[src/rtl/snake_game_ctrl.sv]
// Snake game controller: button edges to direction, programmable move tick,
// and per-tick wall / food resolution into move, grow or sticky death.
module snake_game_ctrl #(
  parameter int unsigned TICK_DIV = 5_000_000,
  parameter int unsigned X_MAX    = 500,
  parameter int unsigned Y_MAX    = 460,
  parameter int unsigned MAX_LEN  = 31
) (
  input  logic       clk,
  input  logic       rst,
  input  logic       btn_up,
  input  logic       btn_down,
  input  logic       btn_left,
  input  logic       btn_right,
  input  logic       btn_start,
  input  logic [8:0] head_x,
  input  logic [8:0] head_y,
  input  logic [8:0] food_x,
  input  logic [8:0] food_y,
  output logic [1:0] dir,
  output logic       move,
  output logic       grow,
  output logic       food_eaten,
  output logic       dead,
  output logic [4:0] length,
  output logic       running
);

  localparam int unsigned     CNT_W     = $clog2(TICK_DIV);
  localparam logic [CNT_W-1:0] TICK_LAST = CNT_W'(TICK_DIV - 1);
  localparam logic [8:0]      X_LIM     = 9'(X_MAX);
  localparam logic [8:0]      Y_LIM     = 9'(Y_MAX);
  localparam logic [4:0]      LEN_SAT   = 5'(MAX_LEN);

  typedef enum logic [1:0] {
    ST_IDLE = 2'd0,
    ST_RUN  = 2'd1,
    ST_DEAD = 2'd2
  } state_t;

  state_t           state_r;
  logic [CNT_W-1:0] cnt_r;
  logic [1:0]       pend_dir_r;
  // bit order: {start, up, left, down, right}
  logic [4:0]       btn_cur_r;
  logic [4:0]       btn_prev_r;
  logic [4:0]       btn_edge_s;
  logic [1:0]       req_dir_s;
  logic             req_valid_s;
  logic             req_ok_s;
  logic             tick_s;
  logic             wall_s;
  logic             hit_s;

  assign btn_edge_s = btn_cur_r & ~btn_prev_r;
  assign req_ok_s   = req_valid_s && (req_dir_s != (dir ^ 2'd2));
  assign tick_s     = (state_r == ST_RUN) && (cnt_r == TICK_LAST);
  // Underflowed coordinates wrap high and are caught by the same compare.
  assign wall_s     = (head_x > X_LIM) || (head_y > Y_LIM);
  assign hit_s      = (head_x == food_x) && (head_y == food_y);

  // Button edge registers; preset high so a button held through reset is not an edge.
  always_ff @(posedge clk) begin
    if (rst) begin
      btn_cur_r  <= 5'b11111;
      btn_prev_r <= 5'b11111;
    end else begin
      btn_cur_r  <= {btn_start, btn_up, btn_left, btn_down, btn_right};
      btn_prev_r <= btn_cur_r;
    end
  end

  // Direction request priority: right > down > left > up.
  always_comb begin
    req_valid_s = 1'b0;
    req_dir_s   = 2'd0;
    if (btn_edge_s[0]) begin
      req_valid_s = 1'b1;
      req_dir_s   = 2'd0;
    end else if (btn_edge_s[1]) begin
      req_valid_s = 1'b1;
      req_dir_s   = 2'd1;
    end else if (btn_edge_s[2]) begin
      req_valid_s = 1'b1;
      req_dir_s   = 2'd2;
    end else if (btn_edge_s[3]) begin
      req_valid_s = 1'b1;
      req_dir_s   = 2'd3;
    end else begin
      req_valid_s = 1'b0;
      req_dir_s   = 2'd0;
    end
  end

  // Game FSM with tick counter and registered action outputs.
  always_ff @(posedge clk) begin
    if (rst) begin
      state_r    <= ST_IDLE;
      cnt_r      <= '0;
      pend_dir_r <= 2'd0;
      dir        <= 2'd0;
      move       <= 1'b0;
      grow       <= 1'b0;
      food_eaten <= 1'b0;
      dead       <= 1'b0;
      length     <= 5'd0;
      running    <= 1'b0;
    end else begin
      move       <= 1'b0;
      grow       <= 1'b0;
      food_eaten <= 1'b0;
      case (state_r)
        ST_IDLE: begin
          if (btn_edge_s[4]) begin
            state_r <= ST_RUN;
            running <= 1'b1;
            cnt_r   <= '0;
          end
        end
        ST_RUN: begin
          // A request in the tick cycle lands in pend_dir after dir has sampled it.
          if (req_ok_s) begin
            pend_dir_r <= req_dir_s;
          end
          if (tick_s) begin
            cnt_r <= '0;
            if (wall_s) begin
              state_r <= ST_DEAD;
              dead    <= 1'b1;
              running <= 1'b0;
            end else begin
              dir <= pend_dir_r;
              if (hit_s) begin
                food_eaten <= 1'b1;
                if (length < LEN_SAT) begin
                  grow   <= 1'b1;
                  length <= length + 5'd1;
                end else begin
                  move <= 1'b1;
                end
              end else begin
                move <= 1'b1;
              end
            end
          end else begin
            cnt_r <= cnt_r + CNT_W'(1);
          end
        end
        ST_DEAD: begin
          state_r <= ST_DEAD;
        end
        default: begin
          state_r <= ST_IDLE;
          running <= 1'b0;
        end
      endcase
    end
  end

endmodule

[config.mk]
export PLATFORM = sky130hd
export DESIGN_NAME = snake_game_ctrl
export DESIGN_NICKNAME = d
export VERILOG_FILES = /design/src/rtl/snake_game_ctrl.sv
export SDC_FILE = /design/constraint.sdc
export NUM_CORES = 1
export LEC_CHECK = 0
export BUFFER_PORTS_ARGS = -buffer_cell sky130_fd_sc_hd__buf_2
export CAP_MARGIN = 40
export CORE_MARGIN = 2
export CORE_UTILIZATION = 54
export CTS_CLUSTER_SIZE = 28
export DETAILED_ROUTE_END_ITERATION = 6
export PLACE_DENSITY_LB_ADDON = 0.08
export SLEW_MARGIN = 30
export SYNTH_ARGS = -nofsm -noshare
export SYNTH_HDL_FRONTEND = slang
export SYNTH_SLANG_ARGS = --single-unit
[constraint.sdc]
create_clock -name clk -period 2.94 [get_ports clk]
set_clock_uncertainty 0.15 [all_clocks]
set_input_delay 0.588 -clock clk [delete_from_list [all_inputs] [get_ports clk]]
set_output_delay 0.588 -clock clk [all_outputs]
set_load 0.05 [all_outputs]
==> results of run 1 <==
routing by layer:
layer  vias up  part of all wire  global-route usage
met5         -                 0                   0
li1       1146                 -                   -
met4         0             0.011             0.05350
met1      1003              0.48              0.2727
met3         7             0.035             0.05000
met2        47              0.48              0.3731
power breakdown:
| part | switching [W] | internal [W] | leakage [nW] |
|---|---|---|---|
| sequential | 0.0000129 | 0.000684 | 0.397 |
| clock | 0.000211 | 0.000277 | 0.0585 |
| combinational | 0.000169 | 0.000129 | 0.744 |
state kept, by name (all words and copies together), names as in the netlist:
signal / cells
btn_cur_r: 5
state_r: 2
length: 5
dead: 1
grow: 1
running: 1
move: 1
dir: 2
food_eaten: 1
pend_dir_r: 2
cnt_r: 23
btn_prev_r: 5
worst max-delay path, delay by kind of cell (launching register included):
kind	cells	cell delay, ps
DFF	1	360
adders and majority gates	1	270
and+or+nand+nor	5	1380
AOI/OAI and AO/OA	1	150
buffers and inverters	1	80
cells by family (layout without fill, tap and decap cells):
kind of cell             Yosys count  count (layout)  share of synthesized area
adder cells (fa/ha/maj)            5               5                    0.02475
multiplexers                       5               5                    0.01980
AO/OA/AOI/OAI                     42              42                     0.1064
flip-flops                        49              49                     0.3881
XOR/XNOR                          33              33                     0.1144
buffers and inverters             15              76                    0.02723
AND/OR/NAND/NOR                  141             141                     0.3193
worst paths after layout:
check / endpoint / slack, ps / cells past startpoint / from
setup reg to reg: cnt_r[10] / 490 / 8 / state_r[0]
hold reg to reg: btn_prev_r[0] / 290 / 1 / btn_cur_r[0]
hold / removal: btn_prev_r[0] / 290 / 1 / btn_cur_r[0]
setup / recovery: cnt_r[10] / 490 / 8 / state_r[0]
cell usage after synthesis, drive strengths merged, types with 2 or more instances:
library cell	instances
a21oi	15
nor3	6
or4	3
a21o	2
dfxtp	49
clkbuf	3
o21ai	8
nor4	5
inv	8
o31ai	6
a211oi	2
mux2i	5
nor3b	2
nor2b	3
or2	11
nand4	12
xor2	11
a31oi	2
buf	4
nand2b	4
and2	3
xnor2	22
nand2	12
ha	5
or3	5
and4	3
nor2	46
nand3	15
or4b	2
nand4b	2
cells in the final DEF, fill, tap and decap left out, types with 2 or more instances in the layout:
cell / instances
nor4_2: 2
a21oi_1: 15
nand2_1: 12
o21ai_0: 7
nor3_1: 5
o31ai_1: 6
a211oi_1: 2
nand2b_1: 4
xnor2_1: 22
xor2_1: 11
mux2i_1: 5
nor2_1: 46
nor4_1: 3
nand4b_1: 2
a21o_1: 2
ha_1: 5
clkbuf_8: 6
nor2b_1: 3
nor3b_1: 2
nand4_1: 10
buf_4: 6
and2_1: 3
or4b_2: 2
dfxtp_1: 49
nand3_1: 15
or2_2: 11
or4_1: 3
and4_1: 3
inv_1: 8
or3_1: 5
buf_2: 54
through the flow:
step                      std cells  setup slack (ps)  total power (W)
after floorplan                 290             614.7        0.0009054
after global placement          395             442.7         0.001005
after detailed placement        395             389.5         0.001009
after CTS                       403             498.5         0.001496
after global routing            403             315.2         0.001565
final                           403             486.3         0.001483
cell type report:
class	instances	area [um^2]	area share
sequential	49	980.9	0.3286
inverter	8	30.03	0.01006
multi-input combinational	226	1478	0.4950
tap	52	65.06	0.02179
timing repair buffer	60	315.3	0.1056
clock buffer	7	86.33	0.02892
clock inverter	1	30.03	0.01006
==> impl_metrics.csv, run 1 <==
group,metric,value,unit
clocking,cts-hold-fix-buffers,0,
grt,antenna_found_initial,0,
yosys,async_reset_ff_frac,0,
yosys,yosysWarnings,0,
die,die_area,0.005244,mm^2
timing,fin_crit,2454,ps
grt,grt_overflow,0,
yosys,synth_area,0.002527,mm^2
clocking,cts-buffers-inserted,5,
timing,slew_viol_final,0,
detailed_routing,drt-vias-per-instance,5.467,
detailed_routing,drc_errors,0,
timing,finalSetupViolCount,0,
yosys,synth_top_area_cell,"dfxtp_1",
timing,rsz0062_at_grt,"false",
timing,worstMarginPinSlew,486.8,ps
placed_design,port_buffers,54,
clocking,cts_tree,"yes",
finish,fill_cells,372,
detailed_routing,drt_iter0_markers,81,
run_status,status,"complete, no violations",
die,dieHeight,72.42,um
clocking,cts_resized,0,
grt,grt_pass1_vias,2106,
die,dieWidth,72.42,um
pwr,pwr_density_cell,496.8,mW/mm^2
timing,slew_headroom,0.6755,
worst_setup_path,endpoint_kind,"flip-flop",
clocking,htree_levels,2,
yosys,synthesis.nets,338,
finish,drive_gt1_frac,0.2479,
yosys,synth.distinct_cells,51,
run,drv_cap,0,
detailed_routing,drt_wl_total,5.296,mm
pwr,peakVddDrop,0.3090,mV
worst_hold_path,hold_class,"flip-flop to flip-flop",
worst_setup_path,crit_path_top_delay_cell,"or4b_2",
grt,grt_max_degree,31,
die,num_io_pins,55,
placed_design,dp.final_hpwl,3.977,mm
detailed_routing,firstDrtPassIters,4,
timing,fmax,407.6,MHz
yosys,syn_area_per_cell,8.715,um^2
pwr,leakagePower,1.200,nW
die,coreArea,0.004444,mm^2
worst_setup_path,worstPathArrival,2530,ps
worst_setup_path,path_class,"flip-flop to flip-flop",
detailed_routing,ant_nets,0,
die,start_util,0.5687,
timing,timing.hold.ws,286.7,ps
detailed_routing,wl_per_cell,13.14,um
placed_design,place_area,0.002869,mm^2
worst_setup_path,critPathMaxFanout,9,
clocking,clkSlewWorstSetupHoldPaths,90,ps
yosys,ys_seq_area_frac,0.3881,
finish,area_growth,18.12,%
clocking,postCtsSetupBuffers,0,
timing,hold_viol,0,
grt,grt_pass1_wl,9.170,mm
finish,final_util,0.6717,
clocking,clock_latency,290,ps
worst_setup_path,crit_chain,"inv_1 -> ha_1 -> and2b_1 -> or2_2 -> nand2_1 -> nor2_1 -> or4b_2 -> a21oi_1",
clocking,cts_root_buffer,"clkbuf_8",
timing,fin_tns_setup,0,ps
yosys,netlist_top_cells_area,"dfxtp_1, xnor2_1, nor2_1",
detailed_routing,num_vias,2203,
grt,grt_usage,0.2159,
yosys,synth_edf_count,0,
finish,fin_nets,398,
finish,antenna_cells,0,
yosys,synth_cells,290,
clocking,clk_path_buf_depth,2,
worst_setup_path,cpPeakStageDelay,600,ps
yosys,ys_ff_latch,49,
yosys,synth_top_flop_cell,"dfxtp_1",
placed_design,place.gp.congestion,0.8370,
finish,final_area,0.002985,mm^2
yosys,synth_top_area_share,0.3881,
worst_setup_path,cp-start-kind,"flip-flop",
timing,period_share,0.8346,
worst_setup_path,critPathRequiredTime,3020,ps
clocking,clock_sinks,49,
die,rows,24,
No activity file was read; power rests on OpenSTA's default activity.
==> run 2, diff against run 1 <==
--- a/config.mk
+++ b/config.mk
@@ -8,7 +8,7 @@
 export BUFFER_PORTS_ARGS = -buffer_cell sky130_fd_sc_hd__buf_2
 export CAP_MARGIN = 40
 export CORE_MARGIN = 2
-export CORE_UTILIZATION = 54
+export CORE_UTILIZATION = 49
 export CTS_CLUSTER_SIZE = 28
 export DETAILED_ROUTE_END_ITERATION = 6
 export PLACE_DENSITY_LB_ADDON = 0.08
==> constraint.sdc (replaced) <==
create_clock -name clk -period 2 [get_ports clk]
set_clock_uncertainty 0.15 [all_clocks]
set_input_delay 0.4 -clock clk [delete_from_list [all_inputs] [get_ports clk]]
set_output_delay 0.4 -clock clk [all_outputs]
set_load 0.05 [all_outputs]
==> run 2 against run 1 <==
  * The run now ends with setup timing left
  * Count of clock-buffer cells in the layout is 2 lower
  * Combinational power is 120% higher
  * Clock power rose by 72%
  * Via count rose by 10%
  * Design area is 21% higher
  * First-iteration DRC count increased by 36%
  * Sequential share of layout area is 5.5 points lower
  * Final cell count up 17%
  * Non-clock buffer count up 52
  * Setup slack worse by 580 ps
  * Critical endpoint is now cnt_r[16]
  * Largest power group unchanged
==> impl_metrics.csv, run 2 (synthesis gave the netlist of run 1 again) <==
group,metric,value,unit
run_status,status,"complete, but fails checks",
run_status,violations,"setup timing",
worst_setup_path,endpoint_kind,"flip-flop",
run,drv_cap,0,
finish,final_util,0.7169,
clocking,clkSlewWorstSetupHoldPaths,90,ps
finish,largest_reg_flops,23,
timing,slew_headroom,0.6673,
worst_setup_path,crit_top_cell,"buf_4",
grt,antenna_found_initial,0,
finish,fin_nets,450,
finish,final_cell_mix,"buf_4, buf_2, nor2_1",
clocking,cts-buffers-inserted,5,
clocking,clock_sinks,49,
grt,grt_pass1_wl,9.604,mm
worst_setup_path,crit_path_top_delay_cell,"or4b_2",
timing,rsz0062_at_grt,"true",
timing,setup_slack,-90.22,ps
die,start_util,0.5012,
die,coreArea,0.005042,mm^2
detailed_routing,drt_iter0_markers,110,
placed_design,place.gp.congestion,0.8857,
clocking,cts_root_buffer,"clkbuf_8",
finish,top_register,"cnt_r",
timing,finalSetupViolCount,20,
finish,antenna_cells,0,
worst_setup_path,cp-start-kind,"flip-flop",
die,dieWidth,75.82,um
timing,fmax,478.4,MHz
detailed_routing,firstDrtPassIters,5,
worst_setup_path,critPathBufInv,2,
timing,worstMarginPinSlew,499.1,ps
worst_setup_path,critPathRequiredTime,2080,ps
timing,period_share,1.045,
die,die_area,0.005749,mm^2
clocking,clk_path_buf_depth,2,
finish,area_growth,43.02,%
detailed_routing,drc_errors,0,
pwr,peakVddDrop,0.5041,mV
worst_setup_path,crit_chain,"ha_4 -> and4_4 -> nand4_4 -> buf_4 -> o31ai_4 -> buf_4 -> or4b_2 -> a21oi_1",
grt,grt_overflow,0,
detailed_routing,drt-vias-per-instance,5.144,
grt,grt_pass1_vias,2266,
grt,grt_max_degree,31,
detailed_routing,wl_per_cell,12.40,um
detailed_routing,num_vias,2433,
placed_design,port_buffers,54,
worst_hold_path,hold_class,"primary input to flip-flop",
die,rows,26,
worst_setup_path,worstPathArrival,2170,ps
finish,final_common_cell,"buf_4",
die,num_io_pins,55,
timing,fin_tns_setup,-900.6,ps
timing,slew_viol_final,0,
timing,hold_viol,0,
worst_setup_path,cp_top_family,"simple AND/OR/NAND/NOR gates",
pwr,pwr_density_cell,698.6,mW/mm^2
worst_setup_path,path_class,"flip-flop to flip-flop",
clocking,clock_latency,300,ps
die,dieHeight,75.82,um
placed_design,dp.final_hpwl,4.553,mm
grt,grt_usage,0.2143,
worst_setup_path,cpPeakStageDelay,620,ps
pwr,power,0.002525,W
finish,drive_gt1_frac,0.4293,
clocking,cts_tree,"yes",
detailed_routing,ant_nets,0,
worst_setup_path,critPathMaxFanout,5,
timing,fin_crit,2090,ps
clocking,htree_levels,2,
pwr,leakagePower,1.496,nW
detailed_routing,drt_wl_total,5.866,mm
-- run 2: cell count changes in the layout (fill, tap and decap cells not counted), sizes merged --
cell / delta
buf: +52
clkbuf: -2
bufinv: +1
inv: +1
-- run 2: report_power, final --
part           internal (W)  total, W  switching, W
clock network      0.000503  0.000843      0.000340
registers           0.00101   0.00103     0.0000230
logic              0.000348  0.000650      0.000302
-- run 2: layout make-up --
cell class	count	area [um^2]
inverters	8	32.53
clock inverters	3	68.82
well taps	70	87.58
fillers	405	1428
clock buffers	5	68.82
repair buffers	112	725.7
flip-flops and latches	49	989.7
multi-input cells	226	1642
-- run 2: path summary, 6_finish.rpt --
| check | start | to | slack [ps] | cells past startpoint |
|---|---|---|---|---|
| hold reg to reg | btn_cur_r[2] | btn_prev_r[2] | 290 | 1 |
| hold / removal | btn_down | btn_cur_r[1] | 120 | 2 |
| setup reg to reg | cnt_r[1] | cnt_r[16] | -90 | 8 |
| setup / recovery | cnt_r[1] | cnt_r[16] | -90 | 8 |
-- run 2: repair_timing --
item                                    CTS  global route
hold buffers                              0             0
pin swaps                                 1             9
buffers inserted                          2             4
resized for setup                         6            20
hold endpoints to repair                  0             0
endpoints found under the setup margin   20            32
-- run 2: stage by stage --
stage | area (um^2) | worst slack (ps) | instances | hold slack [ps]
2_1_floorplan | 2620 | -74.64 | 290 | 255.7
3_3_place_gp | 3334 | -153.9 | 461 | 262.3
3_5_place_dp | 3334 | -192.8 | 461 | 274.6
4_1_cts | 3513 | -73.21 | 471 | 118.0
5_1_grt | 3615 | -184.3 | 473 | 119.4
6_report | 3615 | -90.22 | 473 | 121.8
-- run 2: metal layers --
layer	wire length, um	vias to the layer above	share of wire	GRT usage
met5	0	-	0	0
met3	213	2	0.036	0.03704
li1	-	1249	-	-
met1	2545	1137	0.43	0.2703
met2	3085	45	0.53	0.3764
met4	22	0	0.0038	0.05653
==> run 3, diff against run 2 <==
--- a/config.mk
+++ b/config.mk
@@ -7,11 +7,13 @@
 export LEC_CHECK = 0
 export BUFFER_PORTS_ARGS = -buffer_cell sky130_fd_sc_hd__buf_2
 export CAP_MARGIN = 40
+export CORE_ASPECT_RATIO = 1.5
 export CORE_MARGIN = 2
 export CORE_UTILIZATION = 49
 export CTS_CLUSTER_SIZE = 28
 export DETAILED_ROUTE_END_ITERATION = 6
 export PLACE_DENSITY_LB_ADDON = 0.08
+export SKIP_CTS_REPAIR_TIMING = 1
 export SLEW_MARGIN = 30
 export SYNTH_ARGS = -nofsm -noshare
 export SYNTH_HDL_FRONTEND = slang
==> run 3 against run 2 <==
  * The flow still finishes with violations (setup timing)
  * Design area is 6.3% higher
  * Final cell count is 0.85% higher
  * Utilization rose by 4.5 points
  * Non-clock buffer count is 6 higher
  * Sequential power hardly changed
  * Flip-flop and latch count did not move
  * Critical path type unchanged
  * Critical endpoint is now length[3]
  * Largest cell class unchanged
  * Largest power group unchanged
==> impl_metrics.csv, run 3 (synthesis gave the netlist of run 1 again) <==
group,metric,value,unit
timing,slew_headroom,0.6600,
worst_setup_path,cp-start-kind,"flip-flop",
timing,fin_tns_setup,-626.2,ps
pwr,peakVddDrop,0.4765,mV
placed_design,port_buffers,54,
finish,drive_gt1_frac,0.5012,
detailed_routing,wl_per_cell,13.85,um
clocking,clock_sinks,49,
grt,grt_pass1_vias,2470,
pwr,pwr_density_cell,637.1,mW/mm^2
pwr,power.share.combinational,0.333,
die,rows,32,
run,drv_cap,0,
grt,grt_overflow,0,
pwr,swShare,0.3054,
timing,timing.hold.ws,114.6,ps
clocking,clk_path_buf_depth,2,
finish,final_util,0.7614,
timing,rsz0062_at_grt,"true",
pwr,leakagePower,1.545,nW
clocking,clkSlewWorstSetupHoldPaths,90,ps
finish,fin_nets,456,
finish,top_register,"cnt_r",
grt,grt_max_degree,31,
finish,antenna_cells,0,
detailed_routing,ant_nets,0,
clocking,htree_levels,2,
die,num_io_pins,55,
timing,slew_viol_final,0,
worst_setup_path,crit_chain,"nor4_4 -> buf_4 -> nand4_4 -> nor3_4 -> nand4_4 -> buf_6 -> or3_4 -> a21oi_2",
detailed_routing,firstDrtPassIters,4,
die,dieHeight,91.96,um
pwr,power,0.002447,W
worst_setup_path,critPathBufInv,2,
detailed_routing,drt_wl_total,6.606,mm
placed_design,place.gp.congestion,0.8501,
timing,period_share,1.050,
finish,final_common_cell,"buf_4",
detailed_routing,drc_errors,0,
worst_setup_path,endpoint_kind,"flip-flop",
pwr,p_clk_frac,0.243,
worst_setup_path,path_class,"flip-flop to flip-flop",
pwr,p_int,0.001700,W
finish,final_cell_mix,"buf_4, buf_2, dfxtp_1",
timing,finalSetupViolCount,20,
timing,fmax,476.2,MHz
timing,fin_crit,2100,ps
pwr,p_switching,0.0007474,W
detailed_routing,drt_iter0_markers,89,
die,coreArea,0.005045,mm^2
finish,fill_cells,398,
worst_setup_path,critPathRequiredTime,2090,ps
detailed_routing,num_vias,2546,
pwr,p_seq_frac,0.423,
die,start_util,0.5010,
clocking,cts-buffers-inserted,5,
finish,area_growth,51.98,%
detailed_routing,drt-vias-per-instance,5.338,
placed_design,dp_worst_setup_slack,-221.7,ps
timing,worstMarginPinSlew,510.0,ps
worst_setup_path,worstPathArrival,2190,ps
finish,largest_reg_flops,23,
grt,grt_pass1_wl,10.40,mm
worst_hold_path,hold_class,"primary input to flip-flop",
run_status,status,"complete, but fails checks",
clocking,cts_root_buffer,"clkbuf_8",
grt,antenna_found_initial,0,
grt,grt_usage,0.2232,
run_status,violations,"setup timing",
worst_setup_path,crit_top_cell,"nand4_4",
worst_setup_path,crit_path_top_delay_cell,"dfxtp_2",
die,dieWidth,62.64,um
timing,setup_slack,-99.78,ps
die,die_area,0.005760,mm^2
clocking,clock_latency,310,ps
clocking,cts_tree,"yes",
worst_setup_path,cpPeakStageDelay,340,ps
timing,hold_viol,0,
worst_setup_path,critPathMaxFanout,7,
placed_design,dp.final_hpwl,4.733,mm
worst_setup_path,cp_top_family,"simple AND/OR/NAND/NOR gates",
[run 3: worst reg2reg max path, delay by kind of cell (launching register included)]
kind	cells	cell delay, ps
AO/OA/AOI/OAI	1	110
buffers and inverters	2	330
flip-flops	1	340
AND/OR/NAND/NOR	5	1110
[run 3: power by group through the flow]
stage          combinational, W  clock, W  sequential, W
4_1_cts                0.000661  0.000610        0.00103
3_3_place_gp           0.000647         0        0.00105
5_1_grt                0.000881  0.000648        0.00104
6_report               0.000816  0.000595        0.00104
3_5_place_dp           0.000657         0        0.00105
2_1_floorplan          0.000328         0        0.00106
[run 3: metrics by stage]
step	area, um^2	instances
5_1_grt	3841	477
6_report	3841	477
4_1_cts	3477	471
3_3_place_gp	3387	463
3_5_place_dp	3387	463
2_1_floorplan	2620	290
[run 3: cell type report]
type	count	area (um^2)	area share
repair buffers	118	829.5	0.2160
well taps	68	85.08	0.02215
clock buffers	5	68.82	0.01792
inverters	8	32.53	0.008469
multi-input cells	226	1805	0.4700
clock inverters	3	21.27	0.005537
flip-flops and latches	49	998.5	0.2599
[run 3: final timing paths]
check | start | to | cells after the start | slack, ps
worst max-delay path | cnt_r[20] | length[3] | 8 | -100
worst min register to register | btn_cur_r[0] | btn_prev_r[0] | 1 | 290
worst max register to register | cnt_r[20] | length[3] | 8 | -100
worst min-delay path | btn_right | btn_cur_r[0] | 2 | 110
[run 3: per-layer routing]
metal	track usage	wire, um
met1	0.2291	2464
met2	0.4328	3599
met3	0.04417	233
met4	0.08889	308
met5	0	0
